--- src/rtl/toggle_hs_pkg.sv ---
// Shared types and constants for the toggle-handshake receiver.
package toggle_hs_pkg;

    typedef enum logic {
        IDLE = 1'b0,
        HOLD = 1'b1
    } state_t;

    localparam int unsigned SYNC_STAGES_MIN = 2;
    localparam int unsigned SYNC_STAGES_MAX = 4;

endpackage

--- src/rtl/toggle_handshake_rx_sync_chain.sv ---
// Async-reset multi-flop synchronizer for a single asynchronous bit; resets to 0.
module sync_chain
    import toggle_hs_pkg::*;
#(
    parameter int unsigned STAGES = SYNC_STAGES_MIN
) (
    input  logic clk,
    input  logic rst,
    input  logic d,
    output logic q
);

    logic [STAGES-1:0] ff;

    always_ff @(posedge clk or posedge rst) begin
        if (rst) begin
            ff <= '0;
        end else begin
            ff <= {ff[STAGES-2:0], d};
        end
    end

    assign q = ff[STAGES-1];

endmodule

--- src/rtl/toggle_handshake_rx.sv ---
// Receive side of a two-phase toggle request/acknowledge CDC link with a
// valid/ready output towards the local consumer.
module toggle_handshake_rx
    import toggle_hs_pkg::*;
#(
    parameter int unsigned SYNC_STAGES = 2,
    parameter int unsigned DATA_W      = 8,
    parameter int unsigned CNT_W       = 8
) (
    input  logic              clk,
    input  logic              rst,
    input  logic              req_tog,
    input  logic [DATA_W-1:0] req_data,
    input  logic              rx_ready,
    input  logic              err_clr,
    output logic              rx_valid,
    output logic [DATA_W-1:0] rx_data,
    output logic              ack_tog,
    output logic              busy,
    output logic [CNT_W-1:0]  evt_count,
    output logic              proto_err
);

    state_t state;
    state_t state_next;
    logic   req_sync;
    logic   req_seen;
    logic   change;
    logic   capture;
    logic   accept;
    logic   err_set;

    sync_chain #(
        .STAGES (SYNC_STAGES)
    ) u_sync (
        .clk (clk),
        .rst (rst),
        .d   (req_tog),
        .q   (req_sync)
    );

    assign change = req_sync ^ req_seen;

    always_ff @(posedge clk or posedge rst) begin
        if (rst) begin
            state <= IDLE;
        end else begin
            state <= state_next;
        end
    end

    always_comb begin
        state_next = state;
        capture    = 1'b0;
        accept     = 1'b0;
        err_set    = 1'b0;
        case (state)
            IDLE: begin
                if (change) begin
                    capture    = 1'b1;
                    state_next = HOLD;
                end
            end
            HOLD: begin
                // A toggle here is a sender violation; it stays pending for IDLE.
                err_set = change;
                if (rx_ready) begin
                    accept     = 1'b1;
                    state_next = IDLE;
                end
            end
            default: state_next = IDLE;
        endcase
    end

    always_ff @(posedge clk or posedge rst) begin
        if (rst) begin
            req_seen  <= 1'b0;
            rx_valid  <= 1'b0;
            busy      <= 1'b0;
            rx_data   <= '0;
            ack_tog   <= 1'b0;
            evt_count <= '0;
            proto_err <= 1'b0;
        end else begin
            rx_valid <= (state_next == HOLD);
            busy     <= (state_next == HOLD);
            if (capture) begin
                rx_data  <= req_data;
                req_seen <= req_sync;
            end
            if (accept) begin
                ack_tog   <= ~ack_tog;
                evt_count <= evt_count + CNT_W'(1);
            end
            if (err_set) begin
                proto_err <= 1'b1;
            end else if (err_clr) begin
                proto_err <= 1'b0;
            end
        end
    end

endmodule

--- config.mk ---
export PLATFORM = sky130hd
export DESIGN_NAME = toggle_handshake_rx
export DESIGN_NICKNAME = d
export VERILOG_FILES = /design/src/rtl/toggle_hs_pkg.sv /design/src/rtl/toggle_handshake_rx_sync_chain.sv /design/src/rtl/toggle_handshake_rx.sv
export SDC_FILE = /design/constraint.sdc
export NUM_CORES = 1
export LEC_CHECK = 0
export BUFFER_PORTS_ARGS = -buffer_cell sky130_fd_sc_hd__buf_2
export CORE_MARGIN = 8
export CORE_UTILIZATION = 47
export CTS_CLUSTER_DIAMETER = 50
export DETAILED_ROUTE_END_ITERATION = 8
export PLACE_DENSITY_LB_ADDON = 0.2
export REMOVE_ABC_BUFFERS = 1
export SYNTH_ARGS = -nofsm -noshare
export SYNTH_HDL_FRONTEND = slang
export SYNTH_SLANG_ARGS = --single-unit
--- constraint.sdc ---
create_clock -name clk -period 1.6 [get_ports clk]
set_input_delay 0.08 -clock clk [delete_from_list [all_inputs] [get_ports clk]]
set_output_delay 0.08 -clock clk [all_outputs]
set_load 0.05 [all_outputs]
# After elaboration in Yosys (flattened, before gate mapping)
# Index checks and enable logic that the tools add are counted.
[totals]
register_bits = 22
in_bits = 13
[op_classes]
bitwise = 3
reduce_logical = 1
mux = 9
add_sub_neg = 1
[ops]
columns = ["op", "count"]
rows = [
  ["8-bit by 1-bit adder with 8-bit output (second input constant)", 1],
  ["1-bit 2-to-1 mux", 8],
  ["1-bit inverter", 2],
  ["1-bit case mux with 2 select lines", 1],
  ["2-bit nonzero test", 1],
  ["1-bit XOR", 1],
]

# Longest topological paths before layout
[depth]
depth_word = 3
mapped_depth = 4
ltp_nobuf = 4

# Hierarchy
# From an unflattened synthesis, not the netlist that was laid out.
[unflattened]
cells_unflattened = 62
area_unflattened_um2 = 892.1
[by_module_without_submodules]
columns = ["mod", "cells_each", "area_per_inst_um2", "seq_area_each_um2", "instances"]
rows = [
  ["toggle_handshake_rx", 59, 838.3, 500.5, 1],
  ["sync_chain", 3, 53.8, 50.0, 1],
]

# Worst setup path after synthesis
# Ideal clock, no wire load.
[synth_timing]
path_type = "flip-flop to flip-flop"
startpoint = "register busy (netlist name)"
endpoint = "register rx_data[0]"
setup_ns = 0.125
synth_period_minus_slack_ns = 1.510
setup_slack_ns = 0.090
path_stages_with_launch = 4
arrival_time_ns = 1.385
path_cell_list = "dfrtp_1 -> and2b_1 -> buf_6 -> mux2_4"
[synth_rtl]
columns = ["element", "line", "source"]
rows = [
  ["end signal, assigned", "toggle_handshake_rx.sv:89", "rx_data <= req_data;"],
  ["end, declared", "toggle_handshake_rx.sv:17", "output logic [DATA_W-1:0] rx_data,"],
]

# Worst setup path after layout
[layout_timing]
startpoint = "register req_seen"
endpoint = "register rx_data[3]"
[layout_between]
elab_chain_cells = 3
[layout_lines]
columns = ["element", "line", "source"]
rows = [
  ["start, declared", "toggle_handshake_rx.sv:27", "logic req_seen;"],
  ["start signal, assigned", "toggle_handshake_rx.sv:90", "req_seen <= req_sync;"],
  ["1-bit XOR", "toggle_handshake_rx.sv:42", "assign change = req_sync ^ req_seen;"],
  ["1-bit 2-to-1 mux", "toggle_handshake_rx.sv:59", "if (change) begin"],
  ["1-bit 2-to-1 mux", "toggle_handshake_rx.sv:57", "case (state)"],
]
# No other way between the ends.
# A chain may end at the register's enable or synchronous reset.

==> impl_metrics.toml <==
[synthesis]
synth-xor-area-share_pct = 8.799
synth_cell_type_count = 18
synth_seq_area_share_pct = 61.45
synth_cells = 62
synth.area.mux_share_pct = 15.92
synthSimpleGateAreaFrac_pct = 8.101
synth-compound-area-share_pct = 1.397
syn_area_um2 = 895.9
syn_area_per_cell_um2 = 14.45
ys_warn_count = 0
ys_ff_latch = 22
yosys.area_share.adder_pct = 1.397
synth_top_family_by_area = "multiplexers"

[worst_setup_path]
path_class = "reg -> reg"
end_kind = "flip-flop"
crit_arrival_ns = 1.60
worstRegToRegCells = 4
startpoint_type = "flip-flop"
cp_data_required_time_ns = 1.79
cp_max_fo = 8

[place]
place_area_mm2 = 0.001084
gp_congestion = 0.6857
hpwl_um = 1313
portBuffers = 32

[timing]
relSlewSlack_pct = 81.45
hold_violations = 0
finalClockSkew_ns = 0.002684
fmax_mhz = 706.2
finalSetupViolCount = 0
drv_slew = 0
worst_pin_slew_ns = 0.2782
rsz0062_at_grt = "false"
layout_min_cycle_time_ns = 1.416
period_share_pct = 88.50
setup-tns-final_ns = 0

[worst_hold_path]
whs_path_depth = 2
min_path_type = "in -> reg"

[floorplanning]
rows = 15
coreArea_mm2 = 0.001764
fp.dieW_um = 59.66
dieArea_mm2 = 0.003559
ios = 33
initial_core_util_pct = 50.78
die_y_um = 59.66

[cells_and_area]
fin_util_pct = 65.53
syn2layout_area_growth_pct = 29.05
nets = 118
final_common_cell = "buf_2"
fillCellCount = 165
layout_common_cells = "32 x buf_2, 22 x dfrtp_1, 8 x mux2_4, 6 x xor2_1"
fin_area_mm2 = 0.001156
layout-drive-gt1-share_pct = 48.04
insertedDiodeCount = 0

[clock_tree]
cts_buffer_depth = 2
cts_resized = 0
clock_sinks = 22
cts-root-buf = "clkbuf_4"
clk_latency_ns = 0.29
cts_setup_buffers = 0
cts_buffers = 3
clk_pin_slew_worst_paths_ns = 0.11
htree_levels = 1
cts_tree = "yes"
cts_hold_buf = 3

[routing]
remaining_drc_errors = 0
wl_um = 1710
ant_nets = 0
drt_iter0_markers = 11
first_pass_iters = 4
vias = 590
wire_per_inst_um = 13.46
drt-vias-per-instance = 4.646

[run]
maxCapViolCount = 0

[global_routing]
grt_pass1_vias = 642
grt_overflow = 0
antenna_found_initial = 0
grt_pass1_wl_um = 2842
grt_max_degree = 23
grt_usage_pct = 10.52

[run_status]
outcome = "complete, no violations"
-- flip-flops by register name (all words and copies together), names as in the netlist --
register	count
ack_tog	1
busy	1
evt_count	8
proto_err	1
req_seen	1
rx_data	8
u_sync.ff	2
-- cell families after synthesis --
family,after synthesis
XOR/XNOR,9
AND/OR/NAND/NOR,14
buffers and inverters,4
adder cells (fa/ha/maj),1
AO/OA/AOI/OAI,2
flip-flops,22
multiplexers,10
-- cells in the mapped netlist (all sizes together) --
library cell | instances | area [µm²]
o21a | 1 | 7.510
nor2 | 2 | 7.510
and2b | 1 | 7.510
o21ai | 1 | 5.000
buf | 2 | 18.77
nand2 | 6 | 25.03
nor3 | 2 | 10.01
ha | 1 | 12.51
xnor2 | 3 | 26.28
mux2 | 10 | 142.6
nor4 | 1 | 12.51
inv | 2 | 7.510
dfrtp | 22 | 550.5
xor2 | 6 | 52.55
nand3 | 2 | 10.01
-- path summary, 6_finish.rpt --
kind / slack [ns] / start / to
worst max-delay path: 0.18 / req_seen$_DFFE_PP0P_ / rx_data[3]$_DFFE_PP0P_
worst min-delay path: 0.01 / req_data[1] / rx_data[1]$_DFFE_PP0P_
worst max register to register: 0.18 / req_seen$_DFFE_PP0P_ / rx_data[3]$_DFFE_PP0P_
worst min register to register: 0.37 / u_sync.ff[0]$_DFF_PP0_ / u_sync.ff[1]$_DFF_PP0_
max in group asynchronous: 1.04 / rst / u_sync.ff[0]$_DFF_PP0_
min in group asynchronous: 0.34 / rst / rx_data[0]$_DFFE_PP0P_
-- cell type report --
cell class,count,area [µm²],area share [%]
Clock buffer,3,22.52,1.948
Inverter,2,7.507,0.6493
Multi-Input combinational cell,36,319.1,27.60
Sequential cell,22,550.5,47.62
Tap cell,25,31.28,2.706
Timing Repair Buffer,39,225.2,19.48
-- metal layers --
metal  GRT usage (%)  vias to the layer above  part of all wire [%]
met4           6.122                        0                  0.64
li1                -                      286                     -
met2           15.85                       17                    46
met1           12.89                      285                    46
met5               0                        -                     0
met3           3.212                        2                   7.0
-- critical path: stages (launching register included) --
cell,delay [ns]
dfrtp_1,0.40
xor2_1,0.25
and2b_1,0.16
buf_4,0.18
mux2_4,0.32
-- metrics by stage --
stage                     instances  hold slack [ns]  setup slack, ns
final                           127          0.01080           0.1841
after CTS                       125         0.001306           0.1661
after global routing            127        0.0006221           0.1220
after global placement          119           0.1254           0.2685
after detailed placement        119           0.1254           0.2175
after floorplan                  60          0.06923          -0.2525
Power is left out: the tool's default activity adds up to more than one toggle a clock period on the data nets, which glitch-free logic cannot reach.
